[src/rtl/psum_normalizer_mc.sv]
// Multi-channel L1 normaliser for systolic-array psum rows.
// Sums magnitudes over a row, then streams per-column ratios with backpressure.
`timescale 1ns/1ps
module psum_normalizer_mc #(
  parameter int BW_PSUM   = 16,
  parameter int COL       = 8,
  parameter int N_CH      = 2,
  parameter int FRAC_BITS = 8,
  parameter int W_OUT     = 16
)(
  input  logic                        clk,
  input  logic                        reset,
  input  logic                        s_valid,
  output logic                        s_ready,
  input  logic                        s_mode,
  input  logic [N_CH*COL*BW_PSUM-1:0] s_psum,
  output logic                        m_valid,
  input  logic                        m_ready,
  output logic [N_CH*W_OUT-1:0]       m_data,
  output logic                        m_last,
  output logic                        m_zero
);
  localparam int SW  = BW_PSUM + $clog2(N_CH*COL);
  localparam int CW  = $clog2(COL) + 1;
  localparam int NW  = BW_PSUM + FRAC_BITS;
  localparam int DW0 = (NW > SW) ? NW : SW;
  localparam int DW  = (DW0 > W_OUT) ? DW0 : W_OUT;

  typedef enum logic [1:0] {IDLE, SUM, DIV} state_t;

  state_t state_q, state_d;

  logic [COL-1:0][BW_PSUM-1:0] row_q [N_CH];
  logic                        mode_q;
  logic [SW-1:0]               sum_q;
  logic [CW-1:0]               cnt_q;
  logic                        ready_q;
  logic                        valid_q;
  logic                        last_q;
  logic                        zero_q;
  logic [N_CH*W_OUT-1:0]       data_q;

  logic                  accept;
  logic                  hs_last;
  logic                  load;
  logic [SW-1:0]         col_sum;
  logic [DW-1:0]         den;
  logic [DW-1:0]         num [N_CH];
  logic [DW-1:0]         quo [N_CH];
  logic [N_CH*W_OUT-1:0] quo_sat;

  // Magnitude is unsigned, so |-2^(BW-1)| still fits
  function automatic logic [BW_PSUM-1:0] mag(
    input logic [BW_PSUM-1:0] x,
    input logic               relu
  );
    if (!x[BW_PSUM-1]) return x;
    if (relu) return '0;
    return -x;
  endfunction

  assign accept  = (state_q == IDLE) && s_valid && ready_q;
  assign hs_last = valid_q && m_ready && last_q;
  assign load    = (state_q == DIV) && (!valid_q || m_ready)
                && (cnt_q != CW'(COL));

  always_comb begin
    col_sum = '0;
    for (int c = 0; c < N_CH; c++)
      col_sum = col_sum + SW'(mag(row_q[c][0], mode_q));
  end

  // Divisor is kept non-zero; zero-sum rows are forced to 0 anyway
  assign den = (sum_q == '0) ? DW'(1) : DW'(sum_q);

  always_comb begin
    quo_sat = '0;
    for (int c = 0; c < N_CH; c++) begin
      num[c] = DW'(mag(row_q[c][0], mode_q)) << FRAC_BITS;
      quo[c] = num[c] / den;
      if (sum_q == '0)
        quo_sat[c*W_OUT +: W_OUT] = '0;
      else if (|(quo[c] >> W_OUT))
        quo_sat[c*W_OUT +: W_OUT] = '1;
      else
        quo_sat[c*W_OUT +: W_OUT] = quo[c][W_OUT-1:0];
    end
  end

  always_ff @(posedge clk or posedge reset) begin
    if (reset) state_q <= IDLE;
    else       state_q <= state_d;
  end

  always_comb begin
    state_d = state_q;
    unique case (state_q)
      IDLE: if (accept) state_d = SUM;
      SUM:  if (cnt_q == CW'(COL-1)) state_d = DIV;
      DIV:  if (hs_last) state_d = IDLE;
      default: state_d = IDLE;
    endcase
  end

  always_ff @(posedge clk or posedge reset) begin
    if (reset) begin
      for (int c = 0; c < N_CH; c++) row_q[c] <= '0;
      mode_q  <= 1'b0;
      sum_q   <= '0;
      cnt_q   <= '0;
      ready_q <= 1'b0;
      valid_q <= 1'b0;
      last_q  <= 1'b0;
      zero_q  <= 1'b0;
      data_q  <= '0;
    end else begin
      unique case (state_q)
        IDLE: begin
          if (accept) begin
            for (int c = 0; c < N_CH; c++)
              row_q[c] <= s_psum[c*COL*BW_PSUM +: COL*BW_PSUM];
            mode_q  <= s_mode;
            sum_q   <= '0;
            cnt_q   <= '0;
            ready_q <= 1'b0;
          end else begin
            ready_q <= 1'b1;
          end
        end
        SUM: begin
          sum_q <= sum_q + col_sum;
          for (int c = 0; c < N_CH; c++)
            row_q[c] <= {row_q[c][0], row_q[c][COL-1:1]};
          if (cnt_q == CW'(COL-1)) cnt_q <= '0;
          else                     cnt_q <= cnt_q + 1'b1;
        end
        DIV: begin
          if (hs_last) begin
            valid_q <= 1'b0;
            last_q  <= 1'b0;
            zero_q  <= 1'b0;
            ready_q <= 1'b1;
            cnt_q   <= '0;
          end else if (load) begin
            data_q  <= quo_sat;
            valid_q <= 1'b1;
            last_q  <= (cnt_q == CW'(COL-1));
            zero_q  <= (sum_q == '0);
            for (int c = 0; c < N_CH; c++)
              row_q[c] <= {row_q[c][0], row_q[c][COL-1:1]};
            cnt_q   <= cnt_q + 1'b1;
          end
        end
        default: ;
      endcase
    end
  end

  assign s_ready = ready_q;
  assign m_valid = valid_q;
  assign m_last  = last_q;
  assign m_zero  = zero_q;
  assign m_data  = data_q;

endmodule
[config.mk]
export PLATFORM = sky130hd
export DESIGN_NAME = psum_normalizer_mc
export DESIGN_NICKNAME = d
export VERILOG_FILES = /design/src/rtl/psum_normalizer_mc.sv
export SDC_FILE = /design/constraint.sdc
export NUM_CORES = 2
export LEC_CHECK = 0
export ABC_AREA = 1
export CORE_MARGIN = 2
export CORE_UTILIZATION = 55
export CTS_CLUSTER_SIZE = 14
export DETAILED_ROUTE_END_ITERATION = 16
export PLACE_DENSITY = 0.8
export SLEW_MARGIN = 25
export SYNTH_ARGS = -nofsm -noshare
export SYNTH_HDL_FRONTEND = slang
export SYNTH_SLANG_ARGS = --single-unit
[constraint.sdc]
create_clock -name clk -period 101.3 [get_ports clk]
set_clock_uncertainty 0.15 [all_clocks]
set_input_delay 15.195 -clock clk [delete_from_list [all_inputs] [get_ports clk]]
set_output_delay 15.195 -clock clk [all_outputs]
set_load 0.005 [all_outputs]
==> flow_metrics.py <==
metrics = {
    "cts": {
        "cts.path.max_buffers": 3,
        "clkTransAtPathRegs_ns": 0.09,
        "postCtsHoldBufs": 0,
        "root_buffer": "clkbuf_16",
        "cts_resized": 0,
        "post_cts_buffers": 0,
        "htreeDepth": 2,
        "cts.sinks": 319,
        "cts_tree": "done",
        "cts_inserted_buffers": 40,
        "worstSkewPairLatency_ns": 0.62,
    },
    "placement": {
        "port_buffers": 296,
        "dp_hpwl_um": 109000,
        "dp.cells": 7993,
        "gp_congestion": 0.985,
    },
    "logic_synthesis": {
        "ys_ff_latch": 319,
        "synthCells": 6799,
        "synth-simple-area-share_pct": 25.4,
        "synth_mux_area_share_pct": 0.0671,
        "yosys_warnings": 0,
        "synth_edf_count": 0,
        "synthAdderAreaFrac_pct": 17.3,
        "ys.flop_type": "dfrtp_1",
        "synth_cell_types": 72,
        "synth-xor-area-share_pct": 7.54,
        "synth.cell_area_mm2": 0.0447,
        "synth_compound_area_share_pct": 21.5,
        "synth.avg_cell_area_um2": 6.58,
        "seq_area_frac_synth_pct": 17.8,
        "synth_top_family_by_area": "simple AND/OR/NAND/NOR gates",
        "synth_nets": 7670,
        "async_reset_ff_share_pct": 100,
    },
    "status": {
        "outcome": "finished, final reports clean",
    },
    "global_route": {
        "grt_pass1_vias": 43628,
        "grt.overflow.total": 0,
        "grt_usage_pct": 33.7,
        "grt_pass1_wl_um": 227000,
        "grt_antenna_before_repair": 9,
        "grt_start_max_net_pins": 253,
    },
    "run": {
        "cap_violations": 0,
    },
    "finish": {
        "multiInputGateArea_mm2": 0.0321,
        "final_common_cell": "nand2_1",
        "fillers": 7370,
        "final_cells": 8067,
        "fin_nets": 7846,
        "area.sequential_mm2": 0.00798,
        "post_route_cells_drive_above_1_share_pct": 5.40,
        "layout_common_cells": "1,722 x nand2_1, 942 x inv_1, 592 x ha_1, 500 x o21ai_0, 383 x a21oi_1",
        "syn_to_final_growth_pct": 11.5,
    },
    "floorplanning": {
        "start_util_pct": 55.5,
        "die_w_um": 289,
        "die_area_mm2": 0.0836,
        "fp.coreArea_mm2": 0.0805,
        "rows": 104,
        "die_h_um": 289,
        "num_io_pins": 297,
    },
    "timing": {
        "post-route-period-util_pct": 60.0,
        "fmax_ghz": 0.0165,
        "rsz0062_at_grt": "no",
        "tns_ns": 0,
        "slew_headroom_pct": 30.0,
        "min_period_ns": 60.79,
        "hold_viol": 0,
        "setup_viol": 0,
        "whs_ns": 0.328,
        "worst_pin_slew_ns": 1.05,
        "slew_violations": 0,
    },
    "worst_setup_path": {
        "worstPathRequired_ns": 101.63,
        "crit_type": "register to register",
        "cp_common_cell": "nand2_1",
        "max_stage_delay_ns": 0.67,
        "worstSetupEndpointType": "register",
        "cp-startpoint": "sum_q[17]",
        "worstPathMaxFanout": 31,
        "startpoint_type": "register",
        "crit_slowest_cell": "nand2_1",
        "crit_arrival_ns": 61.12,
        "r2r-start": "sum_q[17]",
    },
    "route": {
        "drtIter0Drc": 3572,
        "ant_nets": 0,
        "first_pass_iters": 6,
        "via_per_inst": 5.73,
        "vias": 46229,
        "wl_per_cell_um": 17.7,
        "routed_wl_um": 143000,
        "drcViolationCount": 0,
    },
    "min_path": {
        "min_from": "m_data[8]",
        "holdCritPathClass": "register to register",
    },
}
## metrics by stage
stage / utilization, % / cell area [µm²] / setup WS, ns
global placement: 60.2 / 48500 / 41.95
detailed placement: 60.2 / 48500 / 41.26
CTS: 61.9 / 49900 / 41.11
finish: 61.9 / 49900 / 40.51
global route: 61.9 / 49900 / 34.34
floorplan: - / 44700 / 53.23
## metal layers
metal	GRT usage [%]	vias up	share of wire (%)
met3	6.17	409	7.8
met5	0	-	0.064
met2	57.1	1613	46
met4	15.1	14	5.2
li1	-	22983	-
met1	41.7	21210	41
## cell type report
cell class                      count  share of cell area (%)
Clock inverter                     15                   0.404
Antenna cell                        1                 0.00502
Tap cell                         1060                    2.66
Multi-Input combinational cell   5283                    64.5
Clock buffer                       58                    2.34
Sequential cell                   319                    16.0
Timing Repair Buffer              339                    6.65
Inverter                          992                    7.48
## sequential cells by signal (all words and copies together) (netlist names)
signal and cells:
row_q 256, m_data 32, sum_q 20, cnt_q 4
state_q 2, m_last 1, m_valid 1, m_zero 1
mode_q 1, s_ready 1
## cell families (layout without fill, tap and decap cells)
logic type	after synthesis	count (layout)
muxes	3	3
and+or+nand+nor	2663	2663
other	0	1
xor gates and xnor gates	385	385
AOI/OAI and AO/OA	1622	1622
adders and majority gates	610	610
DFF	319	319
buffers and inverters	1197	1404
## cell usage after synthesis, drive strengths merged, types with 2 or more instances
cell type | n | area, µm²
o31ai | 16 | 120
a31oi | 14 | 100
fa | 17 | 340
a21boi | 10 | 78.8
o21ai | 743 | 3890
a2111oi | 4 | 35.0
a221o | 2 | 20.0
clkinv | 6 | 23.8
o41ai | 4 | 42.6
nand4 | 43 | 275
clkbuf | 143 | 537
o221ai | 9 | 78.8
a21o | 36 | 270
nor2 | 311 | 1270
a211oi | 14 | 105
nand3 | 343 | 1790
o21a | 8 | 60.1
o22ai | 14 | 87.6
o21bai | 60 | 469
and2 | 8 | 50.1
xnor2 | 187 | 1640
mux2i | 3 | 30.0
ha | 593 | 7420
and3 | 2 | 12.5
xor2 | 198 | 1730
inv | 986 | 3700
a21oi | 393 | 2000
dfrtp | 319 | 7980
a221oi | 11 | 96.3
o32ai | 3 | 26.3
buf | 62 | 355
or2 | 85 | 532
o221a | 2 | 22.5
nor3 | 62 | 332
nand2 | 1774 | 6850
nand3b | 8 | 60.1
nor4 | 24 | 150
o211ai | 273 | 2050
## worst paths after layout
path                                    to  slack (ns)  depth (start not counted)
worst max-delay path             m_data[0]       40.51                        393
worst min-delay path             m_data[8]        0.33                          2
worst max register to register   m_data[0]       40.51                        393
worst min register to register   m_data[8]        0.33                          2
max in group asynchronous        m_data[2]       83.69                          4
min in group asynchronous       row_q[179]       15.06                          2
## worst max-delay path: cells and delay by family, from the launching register on
kind / cells / cell delay (ns)
fa+ha+maj: 24 / 8.03
compound gates: 113 / 21.23
buf+inv: 44 / 7.64
flops: 1 / 0.40
simple gates: 212 / 23.05
Power is not shown: default switching activity piles up to over one toggle a cycle in this logic, so the estimate is an artifact.
